$ cat src/rtl/obstacle_field_gen_if.sv
// obstacle_field_gen_if: game-side control inputs and obstacle-slot outputs of the obstacle generator.
// Ports: master drives tick/halt/rng/speed and reads the slot outputs; slave is the generator.
interface obstacle_field_gen_if #(
  parameter int NUM_OBS = 2,
  parameter int POS_W   = 9,
  parameter int TYPE_W  = 3
);
  logic                      tick;
  logic                      halt;
  logic [7:0]                rng;
  logic [1:0]                speed;
  logic [NUM_OBS*POS_W-1:0]  obs_pos;
  logic [NUM_OBS*TYPE_W-1:0] obs_type;
  logic [NUM_OBS-1:0]        obs_valid;
  logic                      spawn_pulse;
  logic                      score_pulse;
  logic [3:0]                step_out;
  modport master (output tick, halt, rng, speed,
                  input obs_pos, obs_type, obs_valid, spawn_pulse, score_pulse, step_out);
  modport slave  (input tick, halt, rng, speed,
                  output obs_pos, obs_type, obs_valid, spawn_pulse, score_pulse, step_out);
endinterface

$ cat src/rtl/obstacle_field_gen.sv
// obstacle_field_gen: scrolls, retires and spawns NUM_OBS obstacle slots on each game tick.
// Ports: clk, rst (sync, active-high); bus (slave): tick/halt/rng/speed in,
// obs_pos/obs_type/obs_valid/spawn_pulse/score_pulse/step_out out (all registered).
// Option macro OBSTACLES_SPEEDUP_EN adds a retirement-driven speed bonus (0..3).
module obstacle_field_gen #(
  parameter int NUM_OBS       = 2,
  parameter int POS_W         = 9,
  parameter int TYPE_W        = 3,
  parameter int NUM_TYPES     = 5,
  parameter int SPAWN_X       = 320,
  parameter int GEN_LINE      = 250,
  parameter int SPAWN_THRESH  = 12,
  parameter int SPEEDUP_EVERY = 8
) (
  input logic clk,
  input logic rst,
  obstacle_field_gen_if.slave bus
);
  localparam logic [POS_W-1:0]  SPAWN_P = POS_W'(SPAWN_X);
  localparam logic [POS_W-1:0]  GEN_P   = POS_W'(GEN_LINE);
  localparam logic [4:0]        THR_P   = 5'(SPAWN_THRESH);
  localparam logic [TYPE_W:0]   NT_P    = (TYPE_W+1)'(NUM_TYPES);
  logic [NUM_OBS*POS_W-1:0]  pos_q, pos_d;
  logic [NUM_OBS*TYPE_W-1:0] type_q, type_d;
  logic [NUM_OBS-1:0]        valid_q, valid_d;
  logic                      spawn_q, score_q, spawned, retire, far, adv;
  logic [3:0]                step_q, step;
  logic [POS_W-1:0]          step_w;
  logic [1:0]                bonus_q, bonus_d;
  function automatic logic [3:0] sat_step(input logic [1:0] spd, input logic [1:0] bon);
    logic [3:0] raw;
    raw = {2'b0, spd} + 4'd1 + {2'b0, bon};
    return raw > 4'd8 ? 4'd8 : raw;
  endfunction
  assign adv    = bus.tick && !bus.halt;
  assign step   = sat_step(bus.speed, bonus_q);
  assign step_w = POS_W'(step);
  always_comb begin
    pos_d   = pos_q;
    type_d  = type_q;
    valid_d = valid_q;
    retire  = 1'b0;
    far     = 1'b0;
    spawned = 1'b0;
    for (int i = 0; i < NUM_OBS; i++) begin
      if (valid_q[i]) begin
        if (pos_q[i*POS_W +: POS_W] < step_w) begin
          valid_d[i]                 = 1'b0;
          pos_d[i*POS_W +: POS_W]    = '0;
          type_d[i*TYPE_W +: TYPE_W] = '0;
          retire                     = 1'b1;
        end else begin
          pos_d[i*POS_W +: POS_W] = pos_q[i*POS_W +: POS_W] - step_w;
          far = far | (pos_d[i*POS_W +: POS_W] > GEN_P);
        end
      end
    end
    // only slots free before this tick are candidates, so a just-retired slot waits a tick
    for (int i = 0; i < NUM_OBS; i++) begin
      if (!far && ({1'b0, bus.rng[7:4]} < THR_P) && !valid_q[i] && !spawned) begin
        valid_d[i]                 = 1'b1;
        pos_d[i*POS_W +: POS_W]    = SPAWN_P;
        type_d[i*TYPE_W +: TYPE_W] = TYPE_W'({1'b0, bus.rng[TYPE_W-1:0]} % NT_P);
        spawned                    = 1'b1;
      end
    end
  end
`ifdef OBSTACLES_SPEEDUP_EN
  localparam int CW = $clog2(SPEEDUP_EVERY + 1);
  logic [CW-1:0] cnt_q;
  logic          wrap;
  assign wrap    = cnt_q == CW'(SPEEDUP_EVERY - 1);
  assign bonus_d = (adv && retire && wrap && bonus_q != 2'd3) ? bonus_q + 2'd1 : bonus_q;
  always_ff @(posedge clk) begin
    if (rst) begin
      cnt_q   <= '0;
      bonus_q <= '0;
    end else if (adv && retire) begin
      cnt_q   <= wrap ? '0 : cnt_q + CW'(1);
      bonus_q <= bonus_d;
    end
  end
`else
  assign bonus_q = '0;
  assign bonus_d = '0;
`endif
  always_ff @(posedge clk) begin
    if (rst) begin
      pos_q   <= '0;
      type_q  <= '0;
      valid_q <= '0;
      spawn_q <= 1'b0;
      score_q <= 1'b0;
      step_q  <= sat_step(bus.speed, 2'd0);
    end else if (adv) begin
      pos_q   <= pos_d;
      type_q  <= type_d;
      valid_q <= valid_d;
      spawn_q <= spawned;
      score_q <= retire;
      step_q  <= sat_step(bus.speed, bonus_d);
    end else begin
      spawn_q <= 1'b0;
      score_q <= 1'b0;
    end
  end
  assign bus.obs_pos     = pos_q;
  assign bus.obs_type    = type_q;
  assign bus.obs_valid   = valid_q;
  assign bus.spawn_pulse = spawn_q;
  assign bus.score_pulse = score_q;
  assign bus.step_out    = step_q;
endmodule
$ cat src/flat_wrapper.sv
// flat-port wrapper written by rule: the top's interface ports become plain ports
module obstacle_field_gen_flat 
#(
  parameter int NUM_OBS       = 2,
  parameter int POS_W         = 9,
  parameter int TYPE_W        = 3,
  parameter int NUM_TYPES     = 5,
  parameter int SPAWN_X       = 320,
  parameter int GEN_LINE      = 250,
  parameter int SPAWN_THRESH  = 12,
  parameter int SPEEDUP_EVERY = 8
)
  (clk, rst, bus_tick, bus_halt, bus_rng, bus_speed, bus_obs_pos, bus_obs_type, bus_obs_valid, bus_spawn_pulse, bus_score_pulse, bus_step_out);
  obstacle_field_gen_if #(.NUM_OBS(NUM_OBS), .POS_W(POS_W), .TYPE_W(TYPE_W)) bus_i ();
  input logic clk;
  input logic rst;
  input wire logic [$bits(bus_i.tick)-1:0] bus_tick;
  input wire logic [$bits(bus_i.halt)-1:0] bus_halt;
  input wire logic [$bits(bus_i.rng)-1:0] bus_rng;
  input wire logic [$bits(bus_i.speed)-1:0] bus_speed;
  output wire logic [$bits(bus_i.obs_pos)-1:0] bus_obs_pos;
  output wire logic [$bits(bus_i.obs_type)-1:0] bus_obs_type;
  output wire logic [$bits(bus_i.obs_valid)-1:0] bus_obs_valid;
  output wire logic [$bits(bus_i.spawn_pulse)-1:0] bus_spawn_pulse;
  output wire logic [$bits(bus_i.score_pulse)-1:0] bus_score_pulse;
  output wire logic [$bits(bus_i.step_out)-1:0] bus_step_out;
  assign bus_i.tick = bus_tick;
  assign bus_i.halt = bus_halt;
  assign bus_i.rng = bus_rng;
  assign bus_i.speed = bus_speed;
  assign bus_obs_pos = bus_i.obs_pos;
  assign bus_obs_type = bus_i.obs_type;
  assign bus_obs_valid = bus_i.obs_valid;
  assign bus_spawn_pulse = bus_i.spawn_pulse;
  assign bus_score_pulse = bus_i.score_pulse;
  assign bus_step_out = bus_i.step_out;
  obstacle_field_gen #(.NUM_OBS(NUM_OBS), .POS_W(POS_W), .TYPE_W(TYPE_W), .NUM_TYPES(NUM_TYPES), .SPAWN_X(SPAWN_X), .GEN_LINE(GEN_LINE), .SPAWN_THRESH(SPAWN_THRESH), .SPEEDUP_EVERY(SPEEDUP_EVERY)) u_core (.clk(clk), .rst(rst), .bus(bus_i));
endmodule
$ cat config.mk
export PLATFORM = sky130hd
export DESIGN_NAME = obstacle_field_gen_flat
export DESIGN_NICKNAME = d
export VERILOG_FILES = /design/src/rtl/obstacle_field_gen_if.sv /design/src/rtl/obstacle_field_gen.sv /design/src/flat_wrapper.sv
export SDC_FILE = /design/constraint.sdc
export NUM_CORES = 1
export LEC_CHECK = 0
export CAP_MARGIN = 0
export CORE_MARGIN = 2
export CORE_UTILIZATION = 40
export CTS_CLUSTER_SIZE = 10
export DETAILED_ROUTE_END_ITERATION = 10
export PLACE_DENSITY_LB_ADDON = 0.08
export SLEW_MARGIN = 20
export SYNTH_ARGS = -nofsm -noshare
export SYNTH_HDL_FRONTEND = slang
export SYNTH_SLANG_ARGS = --single-unit
$ cat constraint.sdc
create_clock -name clk -period 4.25 [get_ports clk]
set_input_delay 1.0625 -clock clk [delete_from_list [all_inputs] [get_ports clk]]
set_output_delay 1.0625 -clock clk [all_outputs]
set_load 0.01 [all_outputs]
==> results.md <==
* Core area at about 5100 µm²
* Share of layout cells above drive strength 1 at 0.142
* Clock power share at 0.291
* CTS tree: done
* Worst setup margin at approximately 0.38 ns
* Sequential power share at 0.421
* Syn avg cell area at between 8 and 9 µm²
* Syn Std Cell Area at ~2100 µm²
* Post-synth ARST share at 0
* Worst relative slew slack at 0.600
* Tot GR Track Use at 0.202
* Area grow syn2layout at 31.6%
* Status: finished clean
* Pre-antenna DRT Iters at 4
* Gate Count Post-Synth at 260
* Diode count at 0
* Hold WC Path Type: register to register
* CP required at around 4.5 ns
* Leak at about 1.1 nW
* Buf/Inv on CP at 2
* Gpl congestion at 0.838
* Via/cell ratio at around 5.6
* Logic pwr share at 0.288
* Pwr/cell area at around 270 nW/µm²
* CP max stage delay at approximately 0.56 ns
* First-pass GRT wire length at 9.67 mm
* H-Tree Depth at 2
* Top-count cell post-synth: dfxtp_1
* Final Cycle Share at 0.910
* Initial antenna violation count at 0
* Synth cell types at 60
* Post-DP HPWL at 4.34 mm
* Post-synth top cells: 28 x dfxtp_1, 21 x nor2_1, 19 x nand2_1
* DRC violations left at 0
* Post-CTS Hold Buffers at 0
* Yosys reg bits at 31
* Iteration-0 DRC count of the detailed router at 100
* CTS root buf: clkbuf_8
* Clock Latency Late Sink at ~0.28 ns
* Arrival @ worst endpoint at roughly 4.1 ns
* Io pins at 46
* Post-place setup slack at roughly 0.095 ns
* Starting Density at 0.418
* Avg WL per Cell at 14.8 µm
* Wirelength, routed at approximately 5.8 mm
* Final standard cell area without fillers at roughly 2800 µm²
* Final design utilization at 0.550
* Final #Nets at approximately 340
* Max-cap violations at 0
* Fmax at around 260 MHz
* Maximum vdd drop at about 0.00019 V
* Max-slew violation count at 0
* Register area share after synthesis at 0.303
* Final min period at ~3.9 ns
* Prevailing post-synth register cell: dfxtp_1
* Synth top area share at 0.261
* Post-CTS resize count at 0
* Most used cell, CP: ha_1
* RSZ-0062 raised after global routing: no
* Setup TNS at 0 ns
* Synthesized Nets at about 280
* Synth Warn # at 0
* Critical path type: input pin to register
* Largest area contributor in the netlist: dfxtp_1
* Number of global-route vias before repair at roughly 2,000
* Final Hold Viols at 0
* Crit-path slowest cell: or4_4
* Switch share at 0.308
* Power, Total at approximately 0.00076 W
* CTS clk-pin slew, worst paths at about 0.060 ns
* Port Buffers at 41
* Critical path peak fanout at 8
* # setup viols final at 0
* Dpl cell area at roughly 2700 µm²
* CP Capture Type: register
* Via count at 2,182
* Internal power at ~0.00052 W
* Synth top area cells: dfxtp_1 26%, ha_1 5.8%, edfxtp_1 4.2%
* Pin count of the biggest net entering global routing at 21
* FP Rows at 26
* Tightest Pin Transition at between 0.5 and 0.6 ns
* Number of buffers created by CTS at 5
* Crit path max-delay family: simple AND/OR/NAND/NOR gates
* Clock Path Buffers at 2
* Critical-path cell list: clkdlybuf4s50_1 > ha_1 > inv_1 > ha_1 > or3b_4 > o2111ai_1 > o221ai_2 > or4_4 > and2_4 > a311oi_4 > a22o_1
* EDFF count, synth at 3
* Clock sinks at 31
* Die Area at ~6000 µm²
* # fillers at ~530
* Antenna Nets Post-Route at 0
* CP Launch Type: input pin
* Layout Skew at slightly above 0.008 ns
* Setup bufs post-CTS at 0
* GRT overflow at 0
* Die Ht at roughly 77 µm
* Die X-Extent at around 77 µm
* Multi-input gate area at roughly 1400 µm²
* Reg area at approximately 650 µm²
* Psw at 0.000233 W
==> final timing paths <==
kind	startpoint	to	slack, ns	depth (start not counted)
hold reg to reg	u_core.bus.obs_pos[9]	u_core.bus.obs_pos[9]	0.50	1
setup reg to reg	u_core.bus.obs_pos[9]	u_core.bus.obs_pos[12]	1.52	11
hold / removal	u_core.bus.obs_pos[9]	u_core.bus.obs_pos[9]	0.50	1
setup / recovery	bus_speed[0]	u_core.bus.obs_pos[12]	0.38	11
==> worst reg2reg max path: stages (launching register included) <==
cell and delay (ns):
dfxtp_1 0.33, inv_1 0.08, ha_1 0.23, inv_1 0.06, ha_1 0.21, a211oi_1 0.32
nand2_1 0.14, mux2i_1 0.14, or4_4 0.44, and2_4 0.22, a311oi_4 0.34, a22o_1 0.19
==> per-stage QoR <==
stage                     hold WS, ns  std cells
after floorplan                 0.514        260
after global placement          0.487        380
after detailed placement        0.480        380
after CTS                       0.495        388
after global routing            0.518        388
final                           0.496        388
==> power by group through the flow <==
stage	Sequential, W	Combinational, W	Clock (W)
after CTS	0.000319	0.000218	0.000227
after global routing	0.000321	0.000242	0.000241
final	0.000319	0.000218	0.000221
after floorplan	0.000325	0.000126	0
after global placement	0.000325	0.000216	0
after detailed placement	0.000325	0.000217	0
==> layer usage <==
layer | routed length (µm) | up-vias | track usage
met5 | 0 | - | 0
met2 | 2680 | 51 | 0.318
met4 | 65 | 0 | 0.0643
met1 | 2740 | 1026 | 0.280
li1 | - | 1099 | -
met3 | 268 | 6 | 0.0365
==> area by class of cell <==
class,count,share of cell area
clock inverters,2,0.00265
well taps,70,0.0310
flip-flops and latches,31,0.230
inverters,14,0.0186
multi-input cells,202,0.489
clock buffers,6,0.0257
repair buffers,63,0.203
==> placed cells by master (no fill, tap or decap), types with 6 or more instances in the layout <==
cell type / Yosys / routed
a211oi_1: 6 / 6
a21oi_1: 17 / 17
buf_4: 2 / 22
clkdlybuf4s50_1: 0 / 41
dfxtp_1: 28 / 28
ha_1: 10 / 10
inv_1: 14 / 14
nand2_1: 19 / 19
nand3_1: 7 / 7
nor2_1: 21 / 21
nor2b_1: 6 / 6
nor3_1: 11 / 11
o21ai_0: 10 / 10
==> cells by family (layout without fill, tap and decap cells) <==
logic type,Yosys count,after routing,synth area share
other,1,1,0.00174
buffers and inverters,27,85,0.0541
AOI/OAI and AO/OA,89,89,0.319
DFF,31,31,0.303
muxes,3,3,0.0146
adders and majority gates,10,10,0.0582
xor gates and xnor gates,8,8,0.0326
and+or+nand+nor,91,91,0.217
==> flip-flops by register name (all words and copies together) (netlist names) <==
signal,flops
u_core.bus.obs_pos,18
u_core.bus.obs_type,6
u_core.bus.step_out,3
u_core.bus.obs_valid,2
u_core.bus.score_pulse,1
u_core.bus.spawn_pulse,1
Note: power is estimated with default switching activity, not from simulation.
